===== config.mk =====
export PLATFORM = sky130hd
export DESIGN_NAME = ucaspian_step_sched_flat
export DESIGN_NICKNAME = d
export VERILOG_FILES = /design/src/rtl/ucaspian_step_sched_if.sv /design/src/rtl/ucaspian_step_sched.sv /design/src/flat_wrapper.sv
export SDC_FILE = /design/constraint.sdc
export NUM_CORES = 1
export LEC_CHECK = 0
export BUFFER_PORTS_ARGS = -buffer_cell sky130_fd_sc_hd__buf_4
export CAP_MARGIN = 20
export CORE_MARGIN = 1.5
export CORE_UTILIZATION = 35
export CTS_CLUSTER_DIAMETER = 100
export DETAILED_ROUTE_END_ITERATION = 8
export RECOVER_POWER = 25
export SYNTH_ARGS = -nofsm -noshare
export SYNTH_HDL_FRONTEND = slang
export SYNTH_SLANG_ARGS = --single-unit

===== constraint.sdc =====
create_clock -name clk -period 5.05 [get_ports clk]
set_clock_uncertainty 0.1 [all_clocks]
set_input_delay 1.01 -clock clk [delete_from_list [all_inputs] [get_ports clk]]
set_output_delay 1.01 -clock clk [all_outputs]
set_load 0.1 [all_outputs]

===== src/rtl/ucaspian_step_sched_if.sv =====
// Scheduler-facing bundle: run request handshake, step/clear handshakes with the units,
// and the global time/status outputs.
interface ucaspian_step_sched_if #(
    parameter int NUM_UNITS = 3,
    parameter int STEP_W    = 16,
    parameter int TIME_W    = 32
);
    logic                 enable;
    logic [STEP_W-1:0]    run_steps;
    logic                 run_vld;
    logic                 run_rdy;
    logic                 clear_act_req;
    logic                 clear_act;
    logic [NUM_UNITS-1:0] clear_done;
    logic                 next_step;
    logic [NUM_UNITS-1:0] step_done;
    logic [TIME_W-1:0]    time_now;
    logic [STEP_W-1:0]    steps_left;
    logic                 busy;
    logic                 run_done;

    modport master (
        output enable, run_steps, run_vld, clear_act_req, clear_done, step_done,
        input  run_rdy, clear_act, next_step, time_now, steps_left, busy, run_done
    );

    modport slave (
        input  enable, run_steps, run_vld, clear_act_req, clear_done, step_done,
        output run_rdy, clear_act, next_step, time_now, steps_left, busy, run_done
    );
endinterface


===== src/rtl/ucaspian_step_sched.sv =====
// uCaspian time-step scheduler: issues next_step pulses, waits for all units to finish
// each step, counts global time and runs the activity-clear handshake.
module ucaspian_step_sched #(
    parameter int NUM_UNITS = 3,
    parameter int STEP_W    = 16,
    parameter int TIME_W    = 32,
    parameter int SETTLE    = 2
) (
    input  logic                  clk,
    input  logic                  reset,
    ucaspian_step_sched_if.slave  bus
);
    typedef enum logic [2:0] {
        S_IDLE, S_ISSUE, S_SETTLE, S_WAIT, S_DONE, S_CLEAR
    } state_t;

    state_t               state_q, state_d;
    logic [TIME_W-1:0]    time_q, time_d;
    logic [STEP_W-1:0]    steps_left_q, steps_left_d;
    logic                 clear_pend_q, clear_pend_d;
    logic [NUM_UNITS-1:0] clr_seen_q, clr_seen_d;
    logic [3:0]           settle_cnt_q, settle_cnt_d;
    logic                 run_rdy;

    assign run_rdy = (state_q == S_IDLE) && !clear_pend_q && !bus.clear_act_req;

    assign bus.run_rdy    = run_rdy;
    assign bus.next_step  = (state_q == S_ISSUE);
    assign bus.clear_act  = (state_q == S_CLEAR);
    assign bus.run_done   = (state_q == S_DONE);
    assign bus.busy       = (state_q != S_IDLE);
    assign bus.time_now   = time_q;
    assign bus.steps_left = steps_left_q;

    always_ff @(posedge clk or posedge reset) begin
        if (reset) begin
            state_q      <= S_IDLE;
            time_q       <= '0;
            steps_left_q <= '0;
            clear_pend_q <= 1'b0;
            clr_seen_q   <= '0;
            settle_cnt_q <= '0;
        end else begin
            state_q      <= state_d;
            time_q       <= time_d;
            steps_left_q <= steps_left_d;
            clear_pend_q <= clear_pend_d;
            clr_seen_q   <= clr_seen_d;
            settle_cnt_q <= settle_cnt_d;
        end
    end

    always_comb begin
        state_d      = state_q;
        time_d       = time_q;
        steps_left_d = steps_left_q;
        clear_pend_d = clear_pend_q;
        clr_seen_d   = clr_seen_q;
        settle_cnt_d = settle_cnt_q;

        // A clear requested mid-run is deferred until the run has fully finished.
        if (bus.clear_act_req && (state_q != S_IDLE) && (state_q != S_CLEAR))
            clear_pend_d = 1'b1;

        case (state_q)
            S_IDLE: begin
                if (bus.clear_act_req || clear_pend_q) begin
                    state_d      = S_CLEAR;
                    clr_seen_d   = '0;
                    clear_pend_d = 1'b0;
                end else if (bus.run_vld && run_rdy) begin
                    steps_left_d = bus.run_steps;
                    state_d      = (bus.run_steps == '0) ? S_DONE : S_ISSUE;
                end
            end
            S_ISSUE: begin
                time_d       = time_q + TIME_W'(1);
                steps_left_d = steps_left_q - STEP_W'(1);
                settle_cnt_d = 4'(SETTLE - 1);
                state_d      = S_SETTLE;
            end
            S_SETTLE: begin
                // step_done may still reflect the previous step here, so it is not looked at.
                if (settle_cnt_q == 4'd0)
                    state_d = S_WAIT;
                else
                    settle_cnt_d = settle_cnt_q - 4'd1;
            end
            S_WAIT: begin
                if (&bus.step_done) begin
                    if (steps_left_q == '0)
                        state_d = S_DONE;
                    else if (bus.enable)
                        state_d = S_ISSUE;
                end
            end
            S_DONE: begin
                state_d = S_IDLE;
            end
            S_CLEAR: begin
                clr_seen_d = clr_seen_q | bus.clear_done;
                if (&(clr_seen_q | bus.clear_done)) begin
                    time_d       = '0;
                    steps_left_d = '0;
                    state_d      = S_IDLE;
                end
            end
            default: state_d = S_IDLE;
        endcase
    end
endmodule

===== src/flat_wrapper.sv =====
// flat-port wrapper written by rule: the top's interface ports become plain ports
module ucaspian_step_sched_flat 
#(
    parameter int NUM_UNITS = 3,
    parameter int STEP_W    = 16,
    parameter int TIME_W    = 32,
    parameter int SETTLE    = 2
)
  (clk, reset, bus_enable, bus_run_steps, bus_run_vld, bus_clear_act_req, bus_clear_done, bus_step_done, bus_run_rdy, bus_clear_act, bus_next_step, bus_time_now, bus_steps_left, bus_busy, bus_run_done);
  ucaspian_step_sched_if #(.NUM_UNITS(NUM_UNITS), .STEP_W(STEP_W), .TIME_W(TIME_W)) bus_i ();
  input  logic clk;
  input  logic reset;
  input wire logic [$bits(bus_i.enable)-1:0] bus_enable;
  input wire logic [$bits(bus_i.run_steps)-1:0] bus_run_steps;
  input wire logic [$bits(bus_i.run_vld)-1:0] bus_run_vld;
  input wire logic [$bits(bus_i.clear_act_req)-1:0] bus_clear_act_req;
  input wire logic [$bits(bus_i.clear_done)-1:0] bus_clear_done;
  input wire logic [$bits(bus_i.step_done)-1:0] bus_step_done;
  output wire logic [$bits(bus_i.run_rdy)-1:0] bus_run_rdy;
  output wire logic [$bits(bus_i.clear_act)-1:0] bus_clear_act;
  output wire logic [$bits(bus_i.next_step)-1:0] bus_next_step;
  output wire logic [$bits(bus_i.time_now)-1:0] bus_time_now;
  output wire logic [$bits(bus_i.steps_left)-1:0] bus_steps_left;
  output wire logic [$bits(bus_i.busy)-1:0] bus_busy;
  output wire logic [$bits(bus_i.run_done)-1:0] bus_run_done;
  assign bus_i.enable = bus_enable;
  assign bus_i.run_steps = bus_run_steps;
  assign bus_i.run_vld = bus_run_vld;
  assign bus_i.clear_act_req = bus_clear_act_req;
  assign bus_i.clear_done = bus_clear_done;
  assign bus_i.step_done = bus_step_done;
  assign bus_run_rdy = bus_i.run_rdy;
  assign bus_clear_act = bus_i.clear_act;
  assign bus_next_step = bus_i.next_step;
  assign bus_time_now = bus_i.time_now;
  assign bus_steps_left = bus_i.steps_left;
  assign bus_busy = bus_i.busy;
  assign bus_run_done = bus_i.run_done;
  ucaspian_step_sched #(.NUM_UNITS(NUM_UNITS), .STEP_W(STEP_W), .TIME_W(TIME_W), .SETTLE(SETTLE)) u_core (.clk(clk), .reset(reset), .bus(bus_i));
endmodule

# Word-level counts from Yosys, hierarchy flattened
# Cells that the tools add are included.
# word_totals
regBits	59
output_inout_bits	53
elab_cells	71
input_bits	27
# classes
add_sub_neg	3
eq_ne	15
n_reduce_logical	24
bitwise	1
n_mux	22
# op_table
cell	n
one-hot mux 32 bit (2 select lines)	1
two-way mux 16 bit	3
one-hot mux 16 bit (3 select lines)	1
adder 32 x 1 -> 32 bit (second input constant)	1
zero test 16 bit	2
two-way mux 32 bit	1
two-way mux 3 bit	9
subtractor 16 x 1 -> 16 bit (second input constant)	1
one-hot mux 3 bit (5 select lines)	1
!= test 2 bit (second input constant)	4
one-hot mux 4 bit (2 select lines)	1
equality test 3 x 2 -> 1 bit (second input constant)	2
equality test 3 bit (second input constant)	2
!= test 2 x 1 -> 1 bit (second input constant)	3
!= test 3 bit (second input constant)	2
one-hot mux 3 bit (2 select lines)	1
AND reduction 2 bit	3
AND reduction 3 bit	2
nonzero test 2 bit	3
nonzero test 3 bit	2
logical AND 1 bit	5
AND reduction 5 bit	1
zero test 4 bit	1
two-way mux 4 bit	1
9 further kinds	12

# Longest topological paths before layout
# logic_depth
depth_word	7
mapped_depth	8
mapped_depth_nobuf	7

# Worst setup path after synthesis
# Ideal clock, no wire load.
# synth_path
path_type	register to output
from	reg u_core.state_q[2]
to	out bus_run_done
slack_ns	1.226
stages_incl_launch_ff	4
t_arrival_ns	2.714
path_cell_list	dfrtp_1 clkbuf_1 inv_1 nor3_1
# synth_via
elab_chain_len	1
# synth_lines
element	line	source
from (decl)	ucaspian_step_sched.sv:17	state_t state_q, state_d;
from (signal assigned)	ucaspian_step_sched.sv:44	state_q <= state_d;
equality test 3 bit	ucaspian_step_sched.sv:30	assign bus.run_done = (state_q == S_DONE);
to (decl)	flat_wrapper.sv:25	output wire logic [$bits(bus_i.run_done)-1:0] bus_run_done;
# No other way between the ends.

# Final worst setup path
# layout_path
from	reg u_core.state_q[1]
to	out bus_next_step
# layout_via
elab_chain_len	1
# layout_lines
element	line	source
equality test 3 x 1 -> 1 bit	ucaspian_step_sched.sv:28	assign bus.next_step = (state_q == S_ISSUE);
to (decl)	flat_wrapper.sv:21	output wire logic [$bits(bus_i.next_step)-1:0] bus_next_step;
# No other way between the ends.

==> results by group <==
Layout
  • Area Growth Syn to Fin: 26.8%
  • Layout cell share with drive strength beyond 1: 24.8%
  • Diodes inserted: 0
  • Most common cell after layout, fill and taps aside: buf_4
  • Final nets: 470
  • Most frequent cells in the layout: buf_4, dfrtp_1, nor2_1, nand2_1, o21ai_0

Timing
  • Fin crit share: 66.9%
  • Fmax: 296 MHz
  • Tmin final: 3380 ps
  • Setup tns final: 0 ps
  • Setup Viol. Count Final: 0
  • Final Slew Violations: 0
  • Final setup margin: 1670 ps
  • Final hold violations: 0
  • Worst slew pin tran: 853 ps
  • Normalized max-slew margin: 43.1%
  • RSZ-0062 raised after global routing: false

CTS
  • Root Driver: clkbuf_8
  • Post-CTS Hold Buffers: 0
  • Post-CTS Setup Inserts: 0
  • PostCTS Resize Cnt: 0
  • Clk sinks: 59
  • Max Buffers Root-to-Sink: 2
  • CTS buffer count: 9
  • CTS tree: done
  • Clock slew at reported path FFs: 70 ps
  • Clk_lat worst skew: 340 ps
  • H-tree depth: 3

Synth
  • Number of synthesized flops with an enable pin: 0
  • Seq cells post-synth: 59
  • Post-Syn Nets: 392
  • Area leader, netlist: dfrtp_1
  • Synth warnings: 0
  • Netlist cell types: 55
  • Synth Area in Simple Gates: 25.1%
  • XOR/XNOR Fraction of Synth Area: 3.24%
  • Ys async rst share: 100%
  • Syn Inst Count: 361
  • Post-synthesis mux area share: 2.16%
  • Largest family of logic cells by synthesized area: simple AND/OR/NAND/NOR gates
  • Post-synthesis adder-cell area fraction: 1.54%
  • Primary FF master, synth: dfrtp_1
  • Post-synthesis compound-gate area fraction: 18.4%
  • Post-synthesis cell area: 3250 um^2
  • Area contributors post-synth: dfrtp_1, nor2_1, o21ai_0
  • Avg Cell Area, Syn: 9.00 um^2
  • Seq/Total Area, Yosys: 45.5%
  • Post-synth top area share: 45.5%

Detailed routing
  • Final ANT Viol Nets: 0
  • Drt total wl: 8460 um
  • Routed via count: 3039
  • 1st-iter DRT viols: 148
  • Residual DRC: 0
  • Routed vias/inst: 5.51
  • First-pass iteration count of the detailed router: 4
  • Routed length per placed instance: 15.3 um

Global route
  • First-pass GRT wire length: 14200 um
  • Global-route usage over all layers: 18.0%
  • Largest net degree at the start of global routing: 60
  • Antenna violations before repair: 0
  • Vias in the first global route: 2881
  • Total grt overflow: 0

Die
  • Die Span Y: 99.3 um
  • Placeable Area: 8850 um^2
  • Initial Utilization: 36.7%
  • Die Wd: 99.3 um
  • Die ar.: 9870 um^2
  • I/O pin count: 80
  • Site row count: 34

Placement
  • Worst slack, placed: 2080 ps
  • Placer Congestion: 0.863
  • Port buffer count: 79
  • Hpwl dp: 6050 um

Critical path
  • Critical Path End: bus_next_step
  • Crit path DAT: 2270 ps
  • R2R cell count: 6
  • R2r setup slk: 2420 ps
  • CP Max Fanout: 24
  • Req. time, crit path: 3940 ps
  • CP Launch Type: flip-flop
  • Type of destination of the critical path: primary output
  • Worst R2R Start: u_core.state_q[1]
  • Crit path kind: reg -> out
  • Crit path from: u_core.state_q[1]
  • RR Endpoint: u_core.bus.time_now[23]

Outcome
  • Outcome: completed

Flow run
  • Max capacitance violation total: 0

Hold path
  • HP Class: reg -> reg
layout make-up:
| cell class | count | area, um^2 |
|---|---|---|
| Clock inverter | 5 | 52.6 |
| Multi-Input combinational cell | 273 | 1640 |
| Tap cell | 108 | 135 |
| Clock buffer | 11 | 141 |
| Timing Repair Buffer | 81 | 608 |
| Fill cell | 889 | 4730 |
| Inverter | 15 | 61.3 |
| Sequential cell | 59 | 1480 |
stage by stage:
step / cells / hold WS (ps) / cell area [um^2] / utilization, %
2_1_floorplan: 361 / 363 / 3250 / -
3_3_place_gp: 536 / 382 / 3920 / 44.3
3_5_place_dp: 536 / 388 / 3920 / 44.3
4_1_cts: 552 / 401 / 4120 / 46.5
5_1_grt: 552 / 436 / 4120 / 46.5
6_report: 552 / 400 / 4120 / 46.5
critical path, cell delays in order, from the launching register on:
cell and delay [ps]:
dfrtp_1 500, or3b_1 780, inv_6 310, buf_4 330
cell usage after synthesis, drive strengths merged, types with 2 or more instances:
| master | count |
|---|---|
| dfrtp | 59 |
| nor2 | 45 |
| nand2 | 38 |
| o21ai | 33 |
| nand3 | 18 |
| inv | 15 |
| a21oi | 14 |
| nor3 | 14 |
| nor4 | 13 |
| nand4 | 10 |
| clkbuf | 9 |
| o31ai | 9 |
| xnor2 | 9 |
| o211ai | 8 |
| a22oi | 7 |
| mux2i | 7 |
| o2bb2ai | 6 |
| buf | 5 |
| and3 | 4 |
| ha | 4 |
| a211oi | 3 |
| nand2b | 3 |
| or2 | 3 |
| xor2 | 3 |
| a211o | 2 |
| a22o | 2 |
| nor3b | 2 |
| or3 | 2 |
sequential cells by signal, indices dropped and copies added, names as in the netlist:
name / count
u_core.state_q: 3
u_core.settle_cnt_q: 4
u_core.bus.steps_left: 16
u_core.clr_seen_q: 3
u_core.bus.time_now: 32
u_core.clear_pend_q: 1
per-layer routing:
layer  GRT usage (%)  wire [um]  vias to the layer above  part of all wire [%]
met1            24.9       4090                     1450                    48
met5               0          0                        -                     0
met4            5.42        123                        0                   1.5
met2            28.1       3840                       97                    45
li1                -          -                     1481                     -
met3            4.08        403                       11                   4.8
how the worst min path moves through the flow:
stage | from | end | slack (ps) | cells past startpoint
after global placement | u_core.clr_seen_q[1] | u_core.clr_seen_q[1] | 380 | 2
after detailed placement | u_core.bus.time_now[31] | u_core.bus.time_now[31] | 390 | 1
after global routing | u_core.bus.time_now[31] | u_core.bus.time_now[31] | 440 | 1
after CTS | u_core.bus.time_now[31] | u_core.bus.time_now[31] | 400 | 1
final | u_core.bus.time_now[31] | u_core.bus.time_now[31] | 400 | 1
after floorplan | u_core.clr_seen_q[1] | u_core.clr_seen_q[1] | 360 | 2
kinds of logic (layout without fill, tap and decap cells):
kind of cell | after synthesis | after routing
flip-flops | 59 | 59
AO/OA/AOI/OAI | 92 | 92
multiplexers | 7 | 7
XOR/XNOR | 12 | 12
adder cells (fa/ha/maj) | 4 | 4
buffers and inverters | 29 | 112
AND/OR/NAND/NOR | 158 | 158
Power is not shown: default switching activity piles up to over one toggle a cycle in this logic, so the estimate is an artifact.
